**config.mk**
```make
export PLATFORM = sky130hd
export DESIGN_NAME = ifetch_ctrl_flat
export DESIGN_NICKNAME = d
export VERILOG_FILES = /design/src/rtl/ifetch_ctrl_if.sv /design/src/rtl/ifetch_ctrl.sv /design/src/flat_wrapper.sv
export SDC_FILE = /design/constraint.sdc
export NUM_CORES = 1
export LEC_CHECK = 0
export CAP_MARGIN = 20
export CORE_ASPECT_RATIO = 0.75
export CORE_UTILIZATION = 44
export CTS_CLUSTER_DIAMETER = 60
export DETAILED_ROUTE_END_ITERATION = 16
export GPL_TIMING_DRIVEN = 0
export PLACE_DENSITY_LB_ADDON = 0.12
export RECOVER_POWER = 25
export SYNTH_ARGS = -nofsm -noshare
export SYNTH_HDL_FRONTEND = slang
export SYNTH_SLANG_ARGS = --single-unit
```
**constraint.sdc**
```tcl
create_clock -name clk -period 2.4 [get_ports clk]
set_input_delay 0.48 -clock clk [delete_from_list [all_inputs] [get_ports clk]]
set_output_delay 0.48 -clock clk [all_outputs]
set_load 0.01 [all_outputs]
```
**src/rtl/ifetch_ctrl_if.sv**
```systemverilog
// Fetch-controller bus: instruction-memory request/ack plus the decode-side
// valid/ready handshake. master = fetch controller, slave = memory/decode side.
interface ifetch_ctrl_if #(
    parameter int XLEN = 32
);
    logic            imem_req;
    logic [XLEN-1:0] imem_addr;
    logic            imem_ack;
    logic [XLEN-1:0] imem_rdata;
    logic [XLEN-1:0] instr;
    logic            instr_valid;
    logic            instr_ready;

    modport master (
        output imem_req,
        output imem_addr,
        input  imem_ack,
        input  imem_rdata,
        output instr,
        output instr_valid,
        input  instr_ready
    );

    modport slave (
        input  imem_req,
        input  imem_addr,
        output imem_ack,
        output imem_rdata,
        input  instr,
        input  instr_valid,
        output instr_ready
    );
endinterface

```
**src/rtl/ifetch_ctrl.sv**
```systemverilog
// Instruction fetch controller: requests the word at pc, holds it for decode,
// and hands pc+4 or a branch target back to the PC register on acceptance.
//
//   state  | meaning
//   -------+-------------------------------------------------------------
//   S_REQ  | request outstanding at pc, waiting for imem_ack
//   S_HOLD | instruction held for decode, waiting for instr_ready
//   S_ERR  | misaligned pc seen; parked until reset
module ifetch_ctrl #(
    parameter logic [31:0] RESET_PC = 32'h0000_1000,
    parameter int          XLEN     = 32
) (
    input  logic               clk,
    input  logic               rst,
    input  logic [XLEN-1:0]    pc,
    input  logic               take_branch,
    input  logic [XLEN-1:0]    pc_target,
    ifetch_ctrl_if.master      bus,
    output logic [XLEN-1:0]    pc_next,
    output logic               pc_en,
    output logic [31:0]        fetch_cnt,
    output logic               misalign_err
);

    typedef enum logic [1:0] {
        S_REQ  = 2'd0,
        S_HOLD = 2'd1,
        S_ERR  = 2'd2
    } state_t;

    state_t          r_state;
    logic [XLEN-1:0] r_instr;
    logic            r_instr_valid;
    logic [XLEN-1:0] r_pc_next;
    logic [31:0]     r_fetch_cnt;
    logic            r_misalign;

    logic            w_aligned;
    logic            w_req;
    logic            w_accept;
    logic [XLEN-1:0] w_pc_sel;

    // Request and accept are gated by rst so every output sits at its reset
    // value while reset is held, even though the state register reads S_REQ.
    assign w_aligned = (pc[1:0] == 2'b00);
    assign w_req     = rst && (r_state == S_REQ) && w_aligned;
    assign w_accept  = rst && (r_state == S_HOLD) && bus.instr_ready;
    assign w_pc_sel  = take_branch ? pc_target : (pc + XLEN'(4));

    assign bus.imem_req    = w_req;
    assign bus.imem_addr   = pc;
    assign bus.instr       = r_instr;
    assign bus.instr_valid = r_instr_valid;

    // pc_next is live during the accept cycle and otherwise replays the
    // last value handed to the PC register.
    assign pc_en        = w_accept;
    assign pc_next      = w_accept ? w_pc_sel : r_pc_next;
    assign fetch_cnt    = r_fetch_cnt;
    assign misalign_err = r_misalign;

    // Fetch FSM with its registered instruction, counter and error flag.
    always_ff @(posedge clk or negedge rst) begin
        if (!rst) begin
            r_state       <= S_REQ;
            r_instr       <= '0;
            r_instr_valid <= 1'b0;
            r_pc_next     <= XLEN'(RESET_PC);
            r_fetch_cnt   <= '0;
            r_misalign    <= 1'b0;
        end else begin
            case (r_state)
                S_REQ: begin
                    if (!w_aligned) begin
                        r_state    <= S_ERR;
                        r_misalign <= 1'b1;
                    end else if (bus.imem_ack) begin
                        r_instr       <= bus.imem_rdata;
                        r_instr_valid <= 1'b1;
                        r_state       <= S_HOLD;
                    end
                end
                S_HOLD: begin
                    if (bus.instr_ready) begin
                        r_instr_valid <= 1'b0;
                        r_fetch_cnt   <= r_fetch_cnt + 32'd1;
                        r_pc_next     <= w_pc_sel;
                        r_state       <= S_REQ;
                    end
                end
                S_ERR: begin
                    r_instr_valid <= 1'b0;
                    r_misalign    <= 1'b1;
                end
                default: r_state <= S_REQ;
            endcase
        end
    end

endmodule

```
**src/flat_wrapper.sv**
```systemverilog
// flat-port wrapper written by rule: the top's interface ports become plain ports
module ifetch_ctrl_flat 
#(
    parameter logic [31:0] RESET_PC = 32'h0000_1000,
    parameter int          XLEN     = 32
)
  (clk, rst, pc, take_branch, pc_target, pc_next, pc_en, fetch_cnt, misalign_err, bus_imem_req, bus_imem_addr, bus_imem_ack, bus_imem_rdata, bus_instr, bus_instr_valid, bus_instr_ready);
  ifetch_ctrl_if #(.XLEN(XLEN)) bus_i ();
  input  logic clk;
  input  logic rst;
  input  logic [XLEN-1:0] pc;
  input  logic take_branch;
  input  logic [XLEN-1:0] pc_target;
  output logic [XLEN-1:0] pc_next;
  output logic pc_en;
  output logic [31:0] fetch_cnt;
  output logic misalign_err;
  output wire logic [$bits(bus_i.imem_req)-1:0] bus_imem_req;
  output wire logic [$bits(bus_i.imem_addr)-1:0] bus_imem_addr;
  input wire logic [$bits(bus_i.imem_ack)-1:0] bus_imem_ack;
  input wire logic [$bits(bus_i.imem_rdata)-1:0] bus_imem_rdata;
  output wire logic [$bits(bus_i.instr)-1:0] bus_instr;
  output wire logic [$bits(bus_i.instr_valid)-1:0] bus_instr_valid;
  input wire logic [$bits(bus_i.instr_ready)-1:0] bus_instr_ready;
  assign bus_imem_req = bus_i.imem_req;
  assign bus_imem_addr = bus_i.imem_addr;
  assign bus_i.imem_ack = bus_imem_ack;
  assign bus_i.imem_rdata = bus_imem_rdata;
  assign bus_instr = bus_i.instr;
  assign bus_instr_valid = bus_i.instr_valid;
  assign bus_i.instr_ready = bus_instr_ready;
  ifetch_ctrl #(.RESET_PC(RESET_PC), .XLEN(XLEN)) u_core (.clk(clk), .rst(rst), .pc(pc), .take_branch(take_branch), .pc_target(pc_target), .bus(bus_i), .pc_next(pc_next), .pc_en(pc_en), .fetch_cnt(fetch_cnt), .misalign_err(misalign_err));
endmodule
```
==> impl_metrics.json <==
{
  "cellLeakagePower_nw": 4.04,
  "die_h_um": 101,
  "place_area_um2": 8250,
  "grt_antenna_before_repair": 0,
  "dp_hpwl_mm": 13.5,
  "stdcell_count": 1040,
  "cts_sinks": 100,
  "final.min_clock_period_ps": 2560,
  "cp.arrival_ps": 2080,
  "relSlewSlack": -0.219,
  "hold_viol_final": 5,
  "synth_area_um2": 5720,
  "areaGrowthSynthToFinish_pct": 62.0,
  "fmax_ghz": 0.390,
  "dp.cells": 984,
  "grt_usage": 0.283,
  "avgSynthCellArea_um2": 9.73,
  "p_int_w": 0.00467,
  "rsz0062_at_grt": "yes",
  "grt-ovfl-total": 0,
  "ys_seq_area_frac": 0.437,
  "clockBufferDepth": 2,
  "hold_slack_ps": -7.55,
  "peakVddDrop_mv": 0.531,
  "layout.nets": 975,
  "pre_cts_ws_ps": -1460,
  "drive_gt1_frac": 0.316,
  "setup_ws_ps": -164,
  "wl_per_cell_um": 18.1,
  "ys_warn_count": 0,
  "async_flop_share": 1.00,
  "diodes": 0,
  "critPathKind": "in -> out",
  "critical_path.max_fanout": 4,
  "post-route-period-util": 1.07,
  "start_util": 0.459,
  "power_frac_comb": 0.441,
  "ios": 233,
  "dieArea_um2": 13500,
  "cp_data_required_time_ps": 1920,
  "grt_start_max_net_pins": 38,
  "start_kind": "input port",
  "hp-class": "in -> async",
  "p_sw_w": 0.00246,
  "drc": 0,
  "final_cell_area_um2": 9270,
  "gp_congestion": 0.948,
  "skew_ps": 6.94,
  "tightestPinTransition_ps": 1830,
  "die_w_um": 134,
  "grt_pass1_wl_mm": 29.5,
  "p_sw_frac": 0.345,
  "vias_per_cell": 5.41,
  "grt_pass1_vias": 5423,
  "rows": 35,
  "sequentialPowerShare": 0.361,
  "ant_nets": 0,
  "drtIter0Drc": 390,
  "vias": 5630,
  "synth_edf_count": 0,
  "final_util": 0.743,
  "setup_viol": 12,
  "cts_hold_buf": 0,
  "status": "complete, but fails checks",
  "tns_ps": -1190,
  "maxSlewViolCount": 34,
  "coreArea_um2": 12500,
  "port_buffers": 229,
  "drt_wl_total_mm": 18.8,
  "ys_ff_latch": 100,
  "clock_power_share": 0.197,
  "drt-pass1-iter-count": 5,
  "cts_tree": "done",
  "power.density_nw_per_um2": 769,
  "path_clk_slew_ps": 70,
  "root_buffer": "clkbuf_16",
  "violations": "negative hold slack, max-capacitance violations, max-slew violations, negative setup slack",
  "syn-num-nets": 694,
  "ys_types": 51,
  "synthCells": 588,
  "htree_levels": 3,
  "cts_buffers": 9,
  "worstSetupEndpointType": "output pin",
  "clk_latency_ps": 350,
  "drv_cap": 1,
  "synth-main-ff-cell": "dfrtp_1"
}
[cells by family after synthesis]
kind of cell               count (synthesis)  synth area share
AOI/OAI and AO/OA                         86             0.109
xor gates and xnor gates                  48            0.0735
adders and majority gates                  5            0.0109
DFF                                      100             0.437
muxes                                     36            0.0700
and+or+nand+nor                          246             0.225
buffers and inverters                     67            0.0741
[critical path: stages]
cell	delay, ps
buf_8	90
buf_6	90
buf_6	90
nand4_1	190
or3_4	470
o31a_1	280
nor3_2	160
o31ai_1	90
buf_2	140
[synthesized netlist by cell type, types with 6 or more instances]
| library cell | number | area, um^2 |
|---|---|---|
| o21ai_0 | 14 | 70.1 |
| nand3_1 | 22 | 110 |
| and4_1 | 10 | 87.6 |
| xor2_1 | 14 | 123 |
| o221ai_1 | 11 | 96.3 |
| dfrtp_1 | 99 | 2480 |
| nor3_1 | 20 | 100 |
| o21a_1 | 6 | 45.0 |
| nor2b_1 | 19 | 119 |
| and2_1 | 7 | 43.8 |
| and3_1 | 10 | 62.6 |
| nand4_1 | 14 | 87.6 |
| a21oi_1 | 11 | 55.1 |
| clkbuf_1 | 14 | 52.6 |
| o31ai_1 | 28 | 210 |
| nand2_1 | 89 | 334 |
| buf_4 | 33 | 248 |
| mux2_2 | 32 | 360 |
| a221oi_1 | 7 | 61.3 |
| xnor2_1 | 34 | 298 |
| nor2_1 | 28 | 105 |
[metal layers]
layer  vias up  share of wire  global-route usage
li1       2633              -                   -
met4         0         0.0078              0.0498
met3        12          0.072              0.0639
met5         -              0                   0
met1      2761           0.45               0.398
met2       224           0.47               0.454
[stage by stage]
stage / hold slack, ps / power, W
global placement: 453 / 0.00564
floorplan: 184 / 0.00397
global route: 8.43 / 0.00757
detailed placement: 457 / 0.00575
finish: -7.55 / 0.00713
CTS: 31.3 / 0.00709
[power groups by stage]
stage | Sequential, W | Clock, W | Combinational, W
after floorplan | 0.00270 | 0 | 0.00127
after global placement | 0.00256 | 0 | 0.00307
after detailed placement | 0.00260 | 0 | 0.00315
after CTS | 0.00257 | 0.00143 | 0.00309
after global routing | 0.00265 | 0.00151 | 0.00341
final | 0.00258 | 0.00141 | 0.00315
[repair_timing]
| item | CTS | global route |
|---|---|---|
| setup endpoints to repair | 40 | 33 |
| cloned | 3 | 0 |
| pin swaps | 41 | 34 |
| buffers inserted | 21 | 18 |
| resized for setup | 327 | 71 |
[final cells by class]
class	instances	area (um^2)
buffer	59	467
inverter	6	30.0
clock inverter	6	57.6
multi-input combinational	422	3320
sequential	100	2500
timing repair buffer	271	2460
tap	166	208
clock buffer	10	229
fill	938	3210
[cells in the final DEF, fill, tap and decap left out, drive strengths merged, types with 2 or more instances in the layout]
master         Yosys  routed
clkdlybuf4s50      0     167
buf               44     131
dfrtp             99      99
nand2             89      89
xnor2             34      34
clkbuf            16      34
mux2              32      32
nor2              28      28
o31ai             28      28
nand3             23      23
nor3              21      21
nor2b             19      19
nand4             18      19
xor2              14      14
o21ai             14      14
o221ai            12      12
a21oi             11      11
and4              10      10
and3              10      10
and2               8       8
inv                5       8
a221oi             8       8
o21a               6       6
nor4               6       6
dlygate4sd2        0       5
nand2b             5       5
ha                 5       5
mux2i              4       4
clkinv             1       4
o31a               4       4
nand4b             2       2
or2                2       2
and3b              2       2
dlymetal6s2s       1       2
a31oi              2       2
[flip-flops by register name (all words and copies together), names as in the netlist]
signal,flops
u_core.fetch_cnt,32
u_core.misalign_err,1
u_core.r_state,2
u_core.bus.instr_valid,1
u_core.bus.instr,32
u_core.r_pc_next,32
[path summary, 6_finish.rpt]
path / from / end / slack [ps] / depth (start not counted)
max: pc[3] / pc_next[25] / -160 / 9
min in group clk: u_core.misalign_err / u_core.misalign_err / 470 / 1
min: rst / u_core.r_pc_next[25] / -8 / 1
min reg2reg: u_core.misalign_err / u_core.misalign_err / 470 / 1
max in group asynchronous: rst / u_core.r_state[1] / 390 / 2
max reg2reg: u_core.r_state[0] / u_core.r_pc_next[17] / 180 / 7
Note: power is estimated with default switching activity, not from simulation.
